### config.mk
export PLATFORM = sky130hd
export DESIGN_NAME = display_scan_controller
export DESIGN_NICKNAME = d
export VERILOG_FILES = /design/src/rtl/display_scan_controller.sv
export SDC_FILE = /design/constraint.sdc
export NUM_CORES = 1
export LEC_CHECK = 0
export BUFFER_PORTS_ARGS = -buffer_cell sky130_fd_sc_hd__buf_2
export CAP_MARGIN = 20
export CORE_AREA = 2 2 82 84
export CTS_CLUSTER_SIZE = 25
export DETAILED_ROUTE_END_ITERATION = 7
export DIE_AREA = 0 0 84 86
export PLACE_DENSITY = 0.78
export SYNTH_ARGS = -nofsm -noshare
export SYNTH_HDL_FRONTEND = slang
export SYNTH_SLANG_ARGS = --single-unit
### constraint.sdc
create_clock -name clk -period 3.71 [get_ports clk]
set_input_delay 0.5565 -clock clk [delete_from_list [all_inputs] [get_ports clk]]
set_output_delay 0.5565 -clock clk [all_outputs]
set_load 0.05 [all_outputs]
### src/rtl/display_scan_controller.sv
// Multiplexed 7-segment scan controller: double-buffered display value, per-slot
// anti-ghosting guard window, leading-zero suppression and invalid-BCD flagging.
module display_scan_controller #(
  parameter int NUM_DIGITS   = 4,
  parameter int SLOT_CYCLES  = 50000,
  parameter int GUARD_CYCLES = 2
) (
  input  logic                    clk,
  input  logic                    rst_n,
  input  logic                    in_valid,
  input  logic [4*NUM_DIGITS-1:0] in_data,
  output logic                    in_ready,
  input  logic                    lz_blank,
  output logic [3:0]              num,
  output logic [NUM_DIGITS-1:0]   digit_en,
  output logic                    frame_done,
  output logic                    bad_digit,
  output logic [1:0]              dbg_state
);

  localparam int CW = $clog2(SLOT_CYCLES);
  localparam int SW = $clog2(NUM_DIGITS);
  localparam int DW = 4 * NUM_DIGITS;
  localparam logic [CW-1:0] CNT_LAST  = CW'(SLOT_CYCLES - 1);
  localparam logic [CW-1:0] CNT_GUARD = CW'(GUARD_CYCLES);
  localparam logic [SW-1:0] SLOT_LAST = SW'(NUM_DIGITS - 1);

  typedef enum logic [1:0] {OFF = 2'd0, GUARD = 2'd1, SHOW = 2'd2} state_t;

  state_t          state_q, state_d;
  logic [CW-1:0]   cnt_q, cnt_d;
  logic [SW-1:0]   slot_q, slot_d;
  logic [DW-1:0]   active_q, active_d, pend_q, pend_d;
  logic            pfull_q, pfull_d, lz_q, lz_d;
  logic            accept;

  logic [3:0]            num_d;
  logic [NUM_DIGITS-1:0] en_d, supp;
  logic                  fd_d, bad_d, zero_above;

  // Handshake: a value transfers on a rising edge where in_valid && in_ready;
  // in_valid may be held high and in_data must stay stable until it transfers.
  assign accept    = in_valid && in_ready;
  assign dbg_state = state_q;

  always_comb begin
    state_d  = state_q;
    cnt_d    = cnt_q;
    slot_d   = slot_q;
    active_d = active_q;
    pend_d   = pend_q;
    pfull_d  = pfull_q;
    lz_d     = lz_q;
    case (state_q)
      OFF: begin
        if (accept) begin
          active_d = in_data;
          lz_d     = lz_blank;
          cnt_d    = '0;
          slot_d   = '0;
          state_d  = (GUARD_CYCLES > 0) ? GUARD : SHOW;
        end
      end
      default: begin
        if (cnt_q == CNT_LAST) begin
          cnt_d  = '0;
          slot_d = (slot_q == SLOT_LAST) ? '0 : slot_q + SW'(1);
          // Frame boundary: the only point where a new value may take over.
          if (slot_q == SLOT_LAST) begin
            lz_d = lz_blank;
            if (pfull_q) begin
              active_d = pend_q;
              pfull_d  = 1'b0;
            end
          end
        end else begin
          cnt_d = cnt_q + CW'(1);
        end
        if (accept) begin
          pend_d  = in_data;
          pfull_d = 1'b1;
        end
        state_d = (cnt_d < CNT_GUARD) ? GUARD : SHOW;
      end
    endcase
  end

  // Outputs are computed from the next state so the registered outputs line up
  // with the registered state in the same cycle.
  always_comb begin
    num_d      = '0;
    en_d       = '0;
    bad_d      = 1'b0;
    supp       = '0;
    zero_above = 1'b1;
    for (int i = NUM_DIGITS - 1; i >= 1; i--) begin
      zero_above = zero_above && (active_d[4*i +: 4] == 4'd0);
      supp[i]    = lz_d && zero_above;
    end
    for (int i = 0; i < NUM_DIGITS; i++) begin
      if (active_d[4*i +: 4] > 4'd9) bad_d = 1'b1;
      if (state_d != OFF && slot_d == SW'(i)) begin
        num_d = active_d[4*i +: 4];
        if (state_d == SHOW && !supp[i]) en_d[i] = 1'b1;
      end
    end
    fd_d = (state_d != OFF) && (slot_d == SLOT_LAST) && (cnt_d == CNT_LAST);
  end

  always_ff @(posedge clk or negedge rst_n) begin
    if (!rst_n) begin
      state_q    <= OFF;
      cnt_q      <= '0;
      slot_q     <= '0;
      active_q   <= '0;
      pend_q     <= '0;
      pfull_q    <= 1'b0;
      lz_q       <= 1'b0;
      num        <= '0;
      digit_en   <= '0;
      frame_done <= 1'b0;
      bad_digit  <= 1'b0;
      in_ready   <= 1'b1;
    end else begin
      state_q    <= state_d;
      cnt_q      <= cnt_d;
      slot_q     <= slot_d;
      active_q   <= active_d;
      pend_q     <= pend_d;
      pfull_q    <= pfull_d;
      lz_q       <= lz_d;
      num        <= num_d;
      digit_en   <= en_d;
      frame_done <= fd_d;
      bad_digit  <= bad_d;
      in_ready   <= !pfull_d;
    end
  end

endmodule

==> impl_metrics.yaml <==
run:
  max-cap-violations: 0
synth:
  synth_edf_count: 0
  syn-instance-count: 334
  synth_top_area_share_pct: 47.8
  synth_seq_cells: 65
  synth_nets: 356
  mappedNetlistArea_sq_um: 3350
  ys_types: 56
  ys_seq_area_share_pct: 48.6
  synth_warnings: 0
  synth_top_cell_by_area: "dfrtp_1"
  avgSynthCellArea_sq_um: 10.0
  synth-main-ff-cell: "dfrtp_1"
  synthTopCellsByArea: "dfrtp_1, mux2_2, nand2_1"
  synthArstFlopShare_pct: 100
global_route:
  first_global_vias: 2737
  grt_pass1_wl_microns: 14100
  antenna_found_initial: 0
  grt_usage_pct: 25.2
  grt_max_degree: 43
  grt_overflow: 0
worst_setup_path:
  timing.rr.start: "cnt_q[0]"
  cp_max_fo: 9
  critPathRequiredTime_ns: 3.95
  cp-start-kind: "flop"
  rrSetupSlack_ns: 0.40
  cp-end-kind: "flop"
  cp.arrival_ns: 3.54
  rr_worst_depth: 8
  r2r-end: "digit_en[1]"
  worstSetupPathType: "reg -> reg"
floorplan:
  rows: 29
  die_x_microns: 84
  io_pins: 33
  initial_core_util_pct: 53.4
  core_sq_um: 6280
  die_area_sq_um: 7220
  die_h_microns: 86
layout:
  nets: 390
  drive_above_1_share_pct: 23.3
  stdcell_count: 450
  nFillCells: 527
  regArea_sq_um: 1630
  n_antenna_cell: 0
  multi_input_area_sq_um: 1560
  final_util_pct: 60.9
  area_growth_pct: 14.0
power:
  power.share.clock_pct: 47.5
  leakage_uw: 0.00188
  swShare_pct: 21.6
  finalPower_uw: 1400
  vdd_drop_max_mv: 0.325
  powerDensity_nw_per_um2: 366
  p_int_uw: 1100
  switching_power_uw: 302
  combinationalPowerShare_pct: 1.9
  p_seq_share_pct: 50.6
sta:
  slew_headroom_pct: 47.9
  fmax_ghz: 0.302
  rsz0062_at_grt: "no"
  worst_slew_pin_slew_ns: 0.782
  post-route-period-util_pct: 89.2
  fin_hold_ws_ns: 0.175
  slew_viol_final: 0
  skew_ns: 0.0110
  finalCriticalPeriod_ns: 3.31
  setup_viol_count_final: 0
  finalSetupTns_ns: 0
  hold_viol: 0
routing:
  drt_iter0_markers: 217
  vias: 2854
  via_per_inst: 6.34
  routed_wl_microns: 8490
  wl_per_cell_microns: 18.9
  first_pass_iters: 5
  antenna_left: 0
  drc: 0
clocking:
  cts.sinks: 65
  cts_resized: 0
  clk_pin_slew_worst_paths_ns: 0.07
  cts-buffers-inserted: 9
  cts_setup_buffers: 0
  cts_buffer_depth: 2
  clockRootBuffer: "clkbuf_8"
  ctsHtreeMaxLevel: 3
  insertion_delay_ns: 0.35
  hold_buffers: 0
  cts_tree: "built"
place:
  hpwl_microns: 5890
  gp_congestion: 0.856
  port_buffers: 32
  dp_cells: 434
min_path:
  hold_path_class: "in -> async"
run_status:
  status: "completed"
[cell usage after synthesis, types with 2 or more instances]
cell type	instances
dfrtp_1	64
clkbuf_1	13
a21oi_1	13
a31oi_1	10
a21o_1	3
nor3_1	10
mux2i_1	4
or4_1	3
xnor2_1	3
and3_1	2
o211ai_1	4
nand4_1	13
nand2_1	29
nand2b_1	4
ha_1	2
o22ai_1	2
nor2_1	15
nand3_1	10
o31ai_1	4
and3b_1	3
o21ai_0	15
o221ai_2	2
o21a_1	2
o221a_2	2
or3_1	17
buf_2	6
nor4_1	5
o22a_1	2
o221ai_1	11
inv_1	16
and4_1	2
or2_2	3
mux2_2	17
[power by group through the flow]
| stage | combinational (uW) | sequential (uW) | clock, uW |
|---|---|---|---|
| floorplan | 0.265 | 722 | 0 |
| CTS | 27.7 | 708 | 675 |
| finish | 26.8 | 708 | 665 |
| global route | 31.3 | 708 | 704 |
| global placement | 27.6 | 722 | 0 |
| detailed placement | 27.5 | 722 | 0 |
[sequential cells by signal (all words and copies together), names as in the netlist]
signal,cells
active_q,16
bad_digit,1
cnt_q,16
dbg_state,2
digit_en,4
frame_done,1
in_ready,1
lz_q,1
num,4
pend_q,16
pfull_q,1
slot_q,2
[layout make-up]
type	instances	share of cell area (%)
multi-input combinational	231	40.9
tap	77	2.52
timing repair buffer	44	6.55
clock inverter	6	2.39
sequential	65	42.6
clock buffer	10	3.34
inverter	17	1.67
[metrics by stage]
step / instance area [sq um] / setup WS (ns)
floorplan: 3350 / 0.897
global placement: 3600 / 0.617
detailed placement: 3600 / 0.441
CTS: 3820 / 0.417
global route: 3820 / 0.193
finish: 3820 / 0.401
[layer usage]
layer,GRT usage [%],vias to the layer above,share of wire [%],wire length [microns]
li1,-,1329,-,-
met1,34.5,1355,43,3630
met2,37.7,148,46,3920
met3,6.54,22,8.5,725
met4,11.9,0,2.4,204
met5,0,-,0,0
[placed cells by master (no fill, tap or decap), types with 4 or more instances in the layout]
master / Yosys / routed
a21oi_1: 13 / 13
a31oi_1: 10 / 10
buf_2: 6 / 32
buf_4: 1 / 12
clkbuf_8: 0 / 9
dfrtp_1: 64 / 64
inv_1: 16 / 16
mux2_2: 17 / 17
mux2i_1: 4 / 4
nand2_1: 29 / 29
nand2b_1: 4 / 4
nand3_1: 10 / 10
nand4_1: 13 / 13
nor2_1: 15 / 15
nor3_1: 10 / 10
nor4_1: 5 / 5
o211ai_1: 4 / 4
o21ai_0: 15 / 15
o221ai_1: 11 / 11
o31ai_1: 4 / 4
or3_1: 17 / 17
[logic make-up after synthesis]
logic type               Yosys count  synth area share, %
buffers and inverters             38                 4.82
XOR/XNOR                           3                0.784
adder cells (fa/ha/maj)            2                0.746
multiplexers                      21                 6.91
AND/OR/NAND/NOR                  123                 20.3
AO/OA/AOI/OAI                     82                 17.8
flip-flops                        65                 48.6
[worst max-delay path: stages (launching register included)]
cell	delay, ns
dfrtp_1	0.40
ha_1	0.34
and4bb_1	0.29
nand4_1	0.14
or4_1	0.75
o221ai_1	0.41
nand4_1	0.19
or4_1	0.43
o2111a_1	0.25
[worst max-delay path by stage]
stage	from	end	slack [ns]
after floorplan	cnt_q[0]	digit_en[1]	0.90
after global placement	cnt_q[0]	digit_en[1]	0.62
after detailed placement	cnt_q[0]	digit_en[1]	0.44
after CTS	cnt_q[0]	digit_en[1]	0.42
after global routing	cnt_q[0]	digit_en[1]	0.19
final	cnt_q[0]	digit_en[1]	0.40
Note: power is estimated with default switching activity, not from simulation.
